[src/rtl/mem_unit.sv]
// 32-word data memory with req/ack handshake and WAIT_CYCLES wait states per access.
// Optional per-word even parity with error reporting when MEM_PARITY_EN is defined.
module mem_unit #(
  parameter int DATA_W      = 8,
  parameter int WAIT_CYCLES = 2
) (
  input  logic              clk,
  input  logic              rst,
  input  logic [4:0]        addr,
  input  logic              req,
  input  logic              wr,
  input  logic [DATA_W-1:0] wdata,
  input  logic              perr_inject,
  output logic [DATA_W-1:0] rdata,
  output logic              busy,
  output logic              ack,
  output logic              perr
);

  localparam logic [1:0] S_IDLE = 2'd0;
  localparam logic [1:0] S_WAIT = 2'd1;
  localparam logic [1:0] S_DONE = 2'd2;

  logic [1:0]        state_q, state_d;
  logic [3:0]        cnt_q, cnt_d;
  logic [4:0]        addr_l_q, addr_l_d;
  logic              wr_l_q, wr_l_d;
  logic [DATA_W-1:0] wdata_l_q, wdata_l_d;
  logic              pinj_l_q, pinj_l_d;
  logic [DATA_W-1:0] rdata_q, rdata_d;
  logic              busy_q, busy_d;
  logic              ack_q, ack_d;
  logic              perr_q, perr_d;

  logic [DATA_W-1:0] mem_q [32];

  // Fields of the access that commits on this edge; from the inputs when
  // IDLE goes straight to DONE (WAIT_CYCLES = 0), otherwise from the latches.
  logic [4:0]        acc_addr;
  logic              acc_wr;
  logic [DATA_W-1:0] acc_wdata;
  logic              acc_pinj;
  logic              commit;
  logic              mem_we;

  // NOTE: every signal gets a default at the top of always_comb so no path
  // leaves it unassigned, which would infer a latch.
  always_comb begin
    state_d   = state_q;
    cnt_d     = cnt_q;
    addr_l_d  = addr_l_q;
    wr_l_d    = wr_l_q;
    wdata_l_d = wdata_l_q;
    pinj_l_d  = pinj_l_q;
    acc_addr  = addr_l_q;
    acc_wr    = wr_l_q;
    acc_wdata = wdata_l_q;
    acc_pinj  = pinj_l_q;
    commit    = 1'b0;

    case (state_q)
      S_IDLE: begin
        if (req) begin
          addr_l_d  = addr;
          wr_l_d    = wr;
          wdata_l_d = wdata;
          pinj_l_d  = perr_inject;
          acc_addr  = addr;
          acc_wr    = wr;
          acc_wdata = wdata;
          acc_pinj  = perr_inject;
          if (WAIT_CYCLES == 0) begin
            state_d = S_DONE;
            commit  = 1'b1;
          end else begin
            cnt_d   = 4'(WAIT_CYCLES);
            state_d = S_WAIT;
          end
        end
      end
      S_WAIT: begin
        if (cnt_q == 4'd1) begin
          state_d = S_DONE;
          commit  = 1'b1;
        end else begin
          cnt_d = cnt_q - 4'd1;
        end
      end
      S_DONE:  state_d = S_IDLE;
      default: state_d = S_IDLE;
    endcase

    mem_we  = commit & acc_wr;
    busy_d  = (state_d != S_IDLE);
    ack_d   = commit;
    rdata_d = (commit && !acc_wr) ? mem_q[acc_addr] : rdata_q;
  end

`ifdef MEM_PARITY_EN
  logic par_q [32];

  always_comb begin
    perr_d = commit && !acc_wr && (par_q[acc_addr] != ^mem_q[acc_addr]);
  end

  always_ff @(posedge clk or posedge rst) begin
    if (rst) begin
      for (int i = 0; i < 32; i++) par_q[i] <= 1'b0;
    end else if (mem_we) begin
      par_q[acc_addr] <= (^acc_wdata) ^ acc_pinj;
    end
  end
`else
  logic unused_pinj;
  assign unused_pinj = acc_pinj;
  assign perr_d      = 1'b0;
`endif

  // NOTE: sequential state uses non-blocking assignments so every flop samples
  // its _d value from before the edge, independent of statement order.
  always_ff @(posedge clk or posedge rst) begin
    if (rst) begin
      state_q   <= S_IDLE;
      cnt_q     <= '0;
      addr_l_q  <= '0;
      wr_l_q    <= 1'b0;
      wdata_l_q <= '0;
      pinj_l_q  <= 1'b0;
      rdata_q   <= '0;
      busy_q    <= 1'b0;
      ack_q     <= 1'b0;
      perr_q    <= 1'b0;
    end else begin
      state_q   <= state_d;
      cnt_q     <= cnt_d;
      addr_l_q  <= addr_l_d;
      wr_l_q    <= wr_l_d;
      wdata_l_q <= wdata_l_d;
      pinj_l_q  <= pinj_l_d;
      rdata_q   <= rdata_d;
      busy_q    <= busy_d;
      ack_q     <= ack_d;
      perr_q    <= perr_d;
    end
  end

  // NOTE: the array is built from flops rather than a RAM macro because reset
  // must clear every word; a RAM-inferred block could not be reset this way.
  always_ff @(posedge clk or posedge rst) begin
    if (rst) begin
      for (int i = 0; i < 32; i++) mem_q[i] <= '0;
    end else if (mem_we) begin
      mem_q[acc_addr] <= acc_wdata;
    end
  end

  assign rdata = rdata_q;
  assign busy  = busy_q;
  assign ack   = ack_q;
  assign perr  = perr_q;

endmodule

[config.mk]
export PLATFORM = sky130hd
export DESIGN_NAME = mem_unit
export DESIGN_NICKNAME = d
export VERILOG_FILES = /design/src/rtl/mem_unit.sv
export SDC_FILE = /design/constraint.sdc
export NUM_CORES = 1
export LEC_CHECK = 0
export ABC_AREA = 1
export CAP_MARGIN = 15
export CORE_ASPECT_RATIO = 1.25
export CORE_MARGIN = 5
export CORE_UTILIZATION = 37
export CTS_CLUSTER_SIZE = 14
export DETAILED_ROUTE_END_ITERATION = 8
export SYNTH_ARGS = -nofsm -noshare
export SYNTH_HDL_FRONTEND = slang
export SYNTH_SLANG_ARGS = --single-unit
[constraint.sdc]
create_clock -name clk -period 10.4 [get_ports clk]
set_clock_uncertainty 0.1 [all_clocks]
set_input_delay 1.56 -clock clk [delete_from_list [all_inputs] [get_ports clk]]
set_output_delay 1.56 -clock clk [all_outputs]
set_load 0.01 [all_outputs]
# Yosys cells after proc, flatten, opt, wreduce, memory -nomap -nowiden
# Index checks and enable logic that the tools add are counted.
# totals
inputBits	18
elab_cells	76
reg_bits	286
out_inout_bits	11
# classes
n_addsub	1
n_eq_ne	4
magnitude_cmp	2
muxes	20
bitwise_logic	2
reduce_logical	7
# op_table
operator	n
bitwise mux 256 bit	1
binary-select mux 8 bit (select 5 bit)	1
demux 8 bit (select 5 bit)	1
2-to-1 mux 8 bit	5
2-to-1 mux 5 bit	2
2-to-1 mux 4 bit	2
case mux 4 bit (2 select lines)	1
>= comparator 6 bit (second input constant)	1
< comparator 6 x 1 -> 1 bit (second input constant)	1
inverter 5 -> 6 bit	1
equality test 4 x 1 -> 1 bit (second input constant)	1
2-to-1 mux 1 bit	4
2-to-1 mux 2 bit	2
inequality test 2 bit (second input constant)	2
case mux 2 bit (2 select lines)	1
nonzero test 2 bit	2
subtractor 4 x 1 -> 4 bit (second input constant)	1
AND reduction 3 bit	1
equality test 2 x 1 -> 1 bit (second input constant)	1
logical AND 1 bit	2
logical NOT 2 bit	1
AND 1 bit	1
logical NOT 1 bit	1

# Longest topological paths before layout
# Gate-level depths: netlist (run 1).
# logic_depth
word_depth	8
mapped_depth	17
ltp_nobuf	15

# Worst setup path after synthesis (run 1)
# Ideal clock, no wire load.
# synth_timing
path_type	input port to flip-flop
startpoint	input port req
endpoint	register mem_q[39] (netlist bit)
n_path_buf	3
setup_time_ns	0.131
path_stages	13
arrival_time_ns	3.248
setup_slack_ns	6.920
required_ns	10.169
cell_sequence	inv_1 > nand2_1 > nand2_1 > buf_6 > nand2_1 > o21ai_2 > inv_2 > nor3_1 > buf_2 > nand2_2 > clkbuf_1 > nand2_1 > o21ai_1
# synth_via
elab_chain_cells	8
elab_cells_between_ends	14
cone_classes	2 x order compare; 9 x mux; 2 x bitwise; 1 x reduce/logical
# synth_lines
element	line_no	rtl
start: declaration	10	input logic req,
2-to-1 mux 5 bit *	63	if (req) begin
2-to-1 mux 5 bit *	n/a	
via acc_addr[2]	39	logic [4:0] acc_addr;
inverter 5 -> 6 bit (implied by the code) *	153	mem_q[acc_addr] <= acc_wdata;
>= comparator 6 bit (implied by the code) / < comparator 6 x 1 -> 1 bit (equally long branches)	153	
logical AND 1 bit (implied by the code)	153	
2-to-1 mux 8 bit (implied by the code)	153	
demux 8 bit (select 5 bit) *	153	
bitwise mux 256 bit *	153	
end signal: indexed assignment	153	
end: declaration	35	logic [DATA_W-1:0] mem_q [32];
# Mark *: on every way through the listed nets, which the timed path passes. The rest lies on a longest branch.
# A chain may end at the register's enable or synchronous reset.

# Final worst setup path (run 1)
# layout_timing
startpoint	input port req
endpoint	register mem_q[186] (netlist bit)
# layout_via
elab_chain_cells	8
elab_cells_between_ends	14
cone_classes	2 x order compare; 9 x mux; 2 x bitwise; 1 x reduce/logical
# layout_lines
element	line_no
2-to-1 mux 5 bit	63
2-to-1 mux 5 bit	n/a
inverter 5 -> 6 bit (implied by the code)	153
>= comparator 6 bit (implied by the code) / < comparator 6 x 1 -> 1 bit (equally long branches)	153
logical AND 1 bit (implied by the code)	153
2-to-1 mux 8 bit (implied by the code)	153
demux 8 bit (select 5 bit)	153
bitwise mux 256 bit	153
# Several ways; a longest one is shown, not always the timed one.

==> flow_metrics.tcl, run 1 <==
set metrics [dict create \
    rsz0062_at_grt "false" \
    startpoint_type "input port" \
    clock_path_buffers 3 \
    avgRoutedWirePerCell_um 16.4 \
    clkTransAtPathRegs_ns 0.06 \
    syn_to_final_growth_pct 12.1 \
    grt_pass1_wl_um 61100 \
    grt_max_degree 88 \
    gp_congestion 0.826 \
    slew_viol_final 0 \
    cp-end-kind "flip-flop" \
    power.static_leakage_nw 7.82 \
    clk_latency_ns 0.56 \
    hp-start "wdata_l_q[3]$_DFF_PP0_" \
    portBuffers 26 \
    fin_crit_ns 5.42 \
    synth_seq_cells 286 \
    start_util_pct 37.4 \
    cpMaxStageDelayCell "buf_4" \
    startpoint "req" \
    nFillCells 3722 \
    final-seq-area_mm2 0.00716 \
    min_period_over_period_pct 52.1 \
    holdPathEnd "wdata_l_q[3]$_DFF_PP0_" \
    dr.pass1.iters 5 \
    cp_cell_sequence "clkdlybuf4s50_1 > inv_1 > nand2_1 > nand2_1 > nand2_1 > o21ai_4 > buf_4 > inv_2 > nor3_2 > nand2_1 > o21ai_0" \
    tns_ns 0 \
    grt_pass1_vias 10964 \
    avgSynthCellArea_um2 7.58 \
    diodes 0 \
    max_slew_margin_pct 23.7 \
    p_per_area_mw_per_mm2 261 \
    final_common_cell "nand2_1" \
    ys_seq_area_share_pct 52.5 \
    postCtsSetupBuffers 0 \
    finalHoldViolations 0 \
    cts-resized-gates 0 \
    final-setup-viol-count 0 \
    crit_top_cell "nand2_1" \
    worst_pin_slew_ns 1.14 \
    cts_made_buffers 29 \
    crit_arrival_ns 5.77 \
    rr_startpoint "state_q[1]$_DFF_PP0_" \
    r2r-end "mem_q[186]$_DFFE_PP0P_" \
    dieWidth_um 182 \
    drcViolationCount 0 \
    outcome "completed" \
    multi_input_area_mm2 0.00582 \
    drive_gt1_share_pct 6.42 \
    ys.flop_type "dfrtp_1" \
    syn_inst 1798 \
    rows 78 \
    maxCapViolCount 0 \
    grt_overflow 0 \
    htree_levels 1 \
    hp-class "reg -> reg" \
    ant_nets 0 \
    vias_per_cell 5.05 \
    antenna_found_initial 0 \
    rr_worst_depth 8 \
    ys.warnings.count 0 \
    cts-root-buf "clkbuf_16" \
    hpwl_um 21900 \
    dr.first_iter.drc_count 780 \
    path_max_fanout 68 \
    ir_drop_v 0.000187 \
    cts_hold_buf 0 \
    final_cell_mix "861 x nand2_1, 286 x dfrtp_1, 148 x o21ai_0" \
    synth.distinct_cells 26 \
    cts.sinks 286 \
    ios 29 \
    vias 11396 \
    r2r_setup_slack_ns 5.96 \
    whs_path_depth 2 \
    post-route-util_pct 42.0 \
    die_area_mm2 0.0408 \
    die_y_um 225 \
    synth_edf_count 0 \
    syn-cell-area_mm2 0.0136 \
    grt.total_usage_pct 18.2 \
    ys_async_sr_fraction_pct 100 \
    wl_um 37000 \
    max_freq_ghz 0.185 \
    syn_nets 1818 \
    cts_tree "built" \
    final_nets 1773 \
    slowest_delay_ns 0.77 \
    worstPathRequired_ns 10.76 \
    core-area_mm2 0.0364 \
    worstSetupPathType "in -> reg" \
]
==> synth_stat cells, types with 2 or more instances <==
library cell	n	area share (%)
buf_1	11	0.30
buf_2	18	0.66
clkbuf_1	93	2.6
dfrtp_1	286	53
ha_1	2	0.18
inv_1	46	1.3
inv_2	3	0.083
nand2_1	863	24
nand2_2	5	0.23
nand2_4	17	1.4
nand3_1	146	5.4
nor2_1	28	0.77
nor3_1	4	0.15
nor3_2	3	0.22
nor3_4	3	0.36
o21ai_0	148	5.4
o21ai_1	111	4.1
o21ai_2	2	0.13
xor2_1	2	0.13
==> layer usage <==
metal  vias up  GRT usage [%]  share of wire [%]
li1       5622              -                  -
met1      5503           24.2                 44
met2       222           31.8                 50
met3        49           1.97                4.0
met4         0           4.89                2.2
met5         -              0                  0
==> layout make-up <==
type / count / area share [%]
Sequential cell: 286 / 46.9
Multi-Input combinational cell: 1339 / 38.1
Clock buffer: 40 / 5.55
Tap cell: 480 / 3.93
Timing Repair Buffer: 48 / 2.81
Clock inverter: 14 / 1.48
Inverter: 49 / 1.25
==> worst max path at each step <==
stage,endpoint,slack [ns],cells after the start
5_1_grt,mem_q[216]$_DFFE_PP0P_,4.68,11
3_3_place_gp,mem_q[254]$_DFFE_PP0P_,4.37,12
3_5_place_dp,mem_q[254]$_DFFE_PP0P_,4.38,12
6_report,mem_q[186]$_DFFE_PP0P_,4.98,11
4_1_cts,mem_q[254]$_DFFE_PP0P_,4.98,12
2_1_floorplan,ack$_DFF_PP0_,0.85,1
==> critical path: cells and delay by family <==
family                 cells  cell delay (ns)
buffers and inverters      4             1.59
AOI/OAI and AO/OA          2             0.45
and+or+nand+nor            5             2.14
==> through the flow <==
stage               instance area (µm²)  hold WS (ns)  power, mW  cells  setup WS (ns)
floorplan                         13600         0.345       2.36   1798          0.848
detailed placement                14200         0.366       2.85   2201           4.38
finish                            15300         0.380       3.99   2256           4.98
CTS                               15300         0.383       4.02   2255           4.98
global route                      15300         0.401       4.24   2256           4.68
global placement                  14200         0.359       2.83   2201           4.37
==> registers in the layout, summed over array words and instances, names as in the netlist <==
| signal | flops |
|---|---|
| ack | 1 |
| addr_l_q | 5 |
| busy | 1 |
| cnt_q | 4 |
| mem_q | 256 |
| rdata | 8 |
| state_q | 2 |
| wdata_l_q | 8 |
| wr_l_q | 1 |
==> kinds of logic after synthesis <==
| logic type | Yosys count | share of synthesized area (%) |
|---|---|---|
| adder cells (fa/ha/maj) | 2 | 0.184 |
| AO/OA/AOI/OAI | 264 | 9.84 |
| other | 1 | 0.0275 |
| flip-flops | 286 | 52.5 |
| buffers and inverters | 173 | 5.01 |
| AND/OR/NAND/NOR | 1070 | 32.3 |
| XOR/XNOR | 2 | 0.129 |
==> where the power goes <==
| part | internal [mW] | leakage (nW) | switching [mW] |
|---|---|---|---|
| clock | 0.717 | 0.531 | 0.448 |
| sequential | 1.33 | 3.92 | 0.112 |
| combinational | 0.304 | 3.36 | 1.08 |
| total | 2.35 | 7.82 | 1.64 |
No activity file was read; power rests on OpenSTA's default activity.
==> run 2, diff against run 1 <==
Clock period 10.4 ns to 5.55 ns, I/O delays scaled along.
==> run 2 against run 1 <==
Compared with the run above:
- critical path depth is 1 higher
- combinational power is 93% higher
- setup slack worse by 3.4 ns
- final area is 1.0% higher
- cell count is 0.71% higher
- count of clock-buffer cells in the layout is 3 higher
- non-clock buffer count is 12 higher
==> flow_metrics.tcl, run 2 (synthesized netlist as in run 1, its figures left out) <==
set metrics [dict create \
    cts-resized-gates 0 \
    avgRoutedWirePerCell_um 16.5 \
    cp_num_buf_inv 4 \
    r2r_setup_slack_ns 1.74 \
    holdPathEnd "wdata_l_q[1]$_DFF_PP0_" \
    syn_to_final_growth_pct 13.2 \
    drcViolationCount 0 \
    grt_pass1_vias 11019 \
    hpwl_um 22400 \
    die_y_um 225 \
    whs_path_depth 2 \
    htree_levels 1 \
    min_period_over_period_pct 72.0 \
    drive_gt1_share_pct 7.25 \
    cts_made_buffers 31 \
    p_per_area_mw_per_mm2 494 \
    cp_cell_sequence "clkdlybuf4s50_1 > inv_1 > nand2_1 > nand2_1 > buf_4 > nand2_1 > o21ai_4 > buf_4 > nor3_4 > nand2_1 > nand2_1 > o21ai_0" \
    worstSetupPathType "in -> reg" \
    clk_latency_ns 0.58 \
    finish.instance_area_mm2 0.0154 \
    grt_max_degree 132 \
    dr.pass1.iters 5 \
    largest-register "mem_q" \
    ios 29 \
    p_clk_share_pct 29.6 \
    outcome "completed" \
    crit_top_cell "nand2_1" \
    combPwrFrac_pct 34.8 \
    cpMaxStageDelayCell "nor3_4" \
    crit_family "simple AND/OR/NAND/NOR gates" \
    final_cell_mix "861 x nand2_1, 286 x dfrtp_1, 148 x o21ai_0" \
    diodes 0 \
    final_common_cell "nand2_1" \
    dieWidth_um 182 \
    final_nets 1787 \
    die_area_mm2 0.0408 \
    grt.total_usage_pct 18.2 \
    finalHoldViolations 0 \
    start_util_pct 37.4 \
    worst_pin_slew_ns 1.07 \
    path_max_fanout 66 \
    slowest_delay_ns 0.75 \
    ant_nets 0 \
    maxCapViolCount 0 \
    rr_worst_depth 10 \
    grt_pass1_wl_um 60900 \
    rr_startpoint "state_q[1]$_DFF_PP0_" \
    antenna_found_initial 0 \
    p_int_mw 4.49 \
    cts-root-buf "clkbuf_16" \
    clock_path_buffers 3 \
    vias_per_cell 5.02 \
    p_seq_share_pct 35.6 \
    crit_arrival_ns 4.29 \
    cts.sinks 286 \
    hp-class "reg -> reg" \
    rows 78 \
    vias 11407 \
    dr.first_iter.drc_count 758 \
    ir_drop_v 0.000375 \
    rsz0062_at_grt "false" \
    cp-end-kind "flip-flop" \
    wl_um 37400 \
    r2r-end "mem_q[198]$_DFFE_PP0P_" \
    sw_frac_of_total_pct 41.2 \
    cts_tree "built" \
    core-area_mm2 0.0364 \
    power.static_leakage_nw 7.90 \
    max_freq_ghz 0.250 \
    fin_crit_ns 3.99 \
    grt_overflow 0 \
    p_switching_mw 3.14 \
    place_area_mm2 0.0143 \
    worstPathRequired_ns 5.85 \
    largest_reg_flops 256 \
    hp-start "wdata_l_q[1]$_DFF_PP0_" \
    slew_viol_final 0 \
    final-setup-viol-count 0 \
    cts_hold_buf 0 \
    gp_congestion 0.805 \
    postCtsSetupBuffers 0 \
    clkTransAtPathRegs_ns 0.06 \
    startpoint_type "input port" \
    max_slew_margin_pct 28.8 \
    tns_ns 0 \
    portBuffers 26 \
]
run 2: cell types whose count changed in the layout (fill, tap and decap cells not counted):
| cell | delta |
|---|---|
| buf_12 | +2 |
| clkbuf_16 | +2 |
| buf_6 | -1 |
| clkinvlp_4 | +2 |
| clkbuf_8 | +1 |
| bufinv_16 | -1 |
| buf_4 | +11 |
run 2: worst min-delay path, delay by kind of cell (launching register included):
family,cells,cell delay [ns]
simple gates,2,0.12
flops,1,0.32
run 2: area by class of cell:
cell class / count / area, µm²
clock buffers: 43 / 911
clock inverters: 15 / 215
fillers: 3671 / 21000
inverters: 49 / 188
multi-input cells: 1339 / 5820
flip-flops and latches: 286 / 7160
well taps: 480 / 601
repair buffers: 60 / 541
run 2: per-layer routing:
layer	up-vias	part of all wire, %	track usage (%)	routed length [µm]
met5	-	0	0	0
met4	0	2.6	5.30	962
met3	62	3.6	1.73	1340
met2	244	49	31.7	18400
met1	5458	45	24.2	16700
li1	5643	-	-	-
run 2: how the worst max path moves through the flow:
stage,startpoint,end,slack (ns),depth (start not counted)
global route,req,mem_q[70]$_DFFE_PP0P_,1.36,12
detailed placement,req,mem_q[134]$_DFFE_PP0P_,1.03,12
CTS,req,mem_q[134]$_DFFE_PP0P_,1.62,12
floorplan,rst,ack$_DFF_PP0_,0.83,1
global placement,req,mem_q[70]$_DFFE_PP0P_,1.05,12
finish,req,mem_q[198]$_DFFE_PP0P_,1.56,12
run 2: power by group through the flow:
stage | Combinational [mW] | Sequential [mW] | Clock (mW)
finish | 2.66 | 2.72 | 2.26
global route | 2.92 | 2.76 | 2.39
CTS | 2.67 | 2.71 | 2.30
detailed placement | 2.66 | 2.75 | 0
global placement | 2.65 | 2.73 | 0
floorplan | 1.71 | 2.70 | 0
run 2: per-stage QoR:
| step | hold slack [ns] | utilization (%) | instances | total power [mW] | setup WS [ns] |
|---|---|---|---|---|---|
| after global routing | 0.400 | 42.4 | 2272 | 8.07 | 1.36 |
| after detailed placement | 0.363 | 39.3 | 2214 | 5.41 | 1.03 |
| final | 0.380 | 42.4 | 2272 | 7.63 | 1.56 |
| after floorplan | 0.345 | - | 1798 | 4.42 | 0.826 |
| after CTS | 0.381 | 42.4 | 2272 | 7.68 | 1.62 |
| after global placement | 0.362 | 39.3 | 2214 | 5.38 | 1.05 |
==> run 3, diff against run 2 <==
Clock period 5.55 ns to 3.5 ns, I/O delays scaled along.
==> run 3 against run 2 <==
Compared with the run above:
- routed wire length shrank 0.41%
- cell count grew 0.31%
- die area is the same
- clock power grew 47%
- setup slack lost 0.74 ns
- critical path depth shrank 1
- worst hold slack lost 0.050 ns
- non-clock buffer count grew 13
- sequential power grew 59%
- combinational power grew 65%
- global-route usage is essentially flat
- register-to-register slack lost 0.92 ns
- critical path type is now reg -> reg
- highest routed layer unchanged
==> flow_metrics.tcl, run 3 (synthesized netlist as in run 1, its figures left out) <==
set metrics [dict create \
    clk_latency_ns 0.56 \
    die_area_mm2 0.0408 \
    core-area_mm2 0.0364 \
    setup_slack_ns 0.819 \
    worstSetupPathType "reg -> reg" \
    power_mw 12.0 \
    dr.pass1.iters 5 \
    worstPathRequired_ns 3.82 \
    final-setup-viol-count 0 \
    clkTransAtPathRegs_ns 0.06 \
    cts_made_buffers 29 \
    final_common_cell "nand2_1" \
    largest_reg_flops 256 \
    ios 29 \
    p_per_area_mw_per_mm2 775 \
    max_slew_margin_pct 42.9 \
    finish.instance_area_mm2 0.0155 \
    htree_levels 1 \
    rows 78 \
    cts-resized-gates 0 \
    path_max_fanout 44 \
    die_y_um 225 \
    hp-class "in -> async" \
    rsz0062_at_grt "false" \
    portBuffers 26 \
    multi_input_area_mm2 0.00582 \
    start_util_pct 37.4 \
    r2r-end "mem_q[7]$_DFFE_PP0P_" \
    drive_gt1_share_pct 7.28 \
    dieWidth_um 182 \
    hpwl_um 22600 \
    r2r_setup_slack_ns 0.82 \
    grt_pass1_vias 11182 \
    outcome "completed" \
    slew_viol_final 0 \
    startpoint_type "flip-flop" \
    wl_um 37300 \
    cts_hold_buf 0 \
    ir_drop_v 0.000506 \
    grt_overflow 0 \
    rr_worst_depth 11 \
    crit_arrival_ns 3.00 \
    postCtsSetupBuffers 0 \
    diodes 0 \
    drcViolationCount 0 \
    max_freq_ghz 0.373 \
    cts_tree "built" \
    final-seq-area_mm2 0.00716 \
    clock_path_buffers 3 \
    nFillCells 3697 \
    fin_crit_ns 2.68 \
    cp-end-kind "flip-flop" \
    worst_pin_slew_ns 0.857 \
    preCtsSetupSlack_ns 0.316 \
    power.static_leakage_nw 7.95 \
    place_area_mm2 0.0145 \
    grt_max_degree 74 \
    min_period_over_period_pct 76.6 \
    whs_ns 0.330 \
    dr.first_iter.drc_count 831 \
    antenna_found_initial 0 \
    maxCapViolCount 0 \
    final_nets 1798 \
    vias_per_cell 5.02 \
    rr_startpoint "state_q[1]$_DFF_PP0_" \
    ant_nets 0 \
    avgRoutedWirePerCell_um 16.4 \
    grt_pass1_wl_um 61200 \
    finalHoldViolations 0 \
    syn_to_final_growth_pct 14.0 \
    grt.total_usage_pct 18.2 \
    largest-register "mem_q" \
    gp_congestion 0.848 \
    vias 11448 \
    final_cell_mix "861 x nand2_1, 286 x dfrtp_1, 148 x o21ai_0" \
    cts.sinks 286 \
    cts-root-buf "clkbuf_16" \
]
-- run 3: metal layers --
layer	GRT usage (%)	vias up	part of all wire [%]	wire length (µm)
li1	-	5667	-	-
met2	32.5	239	51	18800
met3	1.91	48	4.2	1570
met1	23.7	5494	43	16100
met5	0	-	0	0
met4	4.77	0	2.1	771
-- run 3: worst max-delay path by stage --
stage          cells past startpoint                endpoint                 start
2_1_floorplan                      1           ack$_DFF_PP0_                   rst
3_3_place_gp                      14  mem_q[131]$_DFFE_PP0P_                   req
3_5_place_dp                      13  mem_q[128]$_DFFE_PP0P_                   req
4_1_cts                           11  mem_q[128]$_DFFE_PP0P_  state_q[1]$_DFF_PP0_
5_1_grt                           11  mem_q[184]$_DFFE_PP0P_  state_q[1]$_DFF_PP0_
6_report                          11    mem_q[7]$_DFFE_PP0P_  state_q[1]$_DFF_PP0_
-- run 3: final cells by class --
class	count	share of cell area [%]
Sequential cell	286	46.1
Multi-Input combinational cell	1339	37.5
Clock buffer	44	5.42
Timing Repair Buffer	73	4.91
Tap cell	480	3.86
Inverter	49	1.21
Clock inverter	8	1.08
-- run 3: critical path: stages (launching register included) --
cell     delay, ns
dfrtp_1       0.43
nor2_1        0.24
nand2_1       0.09
buf_4         0.22
nand2_1       0.15
nand2_1       0.11
buf_12        0.20
nor3_4        0.20
buf_4         0.18
nand2_1       0.35
nand2_1       0.17
o21ai_1       0.08
-- run 3: power breakdown --
part / switching (mW) / leakage, nW / internal [mW] / total [mW]
logic: 3.24 / 3.54 / 1.16 / 4.40
registers: 0.365 / 3.92 / 3.95 / 4.32
clock network: 1.31 / 0.490 / 2.02 / 3.33
-- run 3: metrics by stage --
step                      setup TNS [ns]  util [%]  std cells
after floorplan                  -262.04         -       1798
after global placement                 0      39.9       2227
after detailed placement               0      39.9       2227
after CTS                              0      42.7       2279
after global routing                   0      42.7       2279
final                                  0      42.7       2279
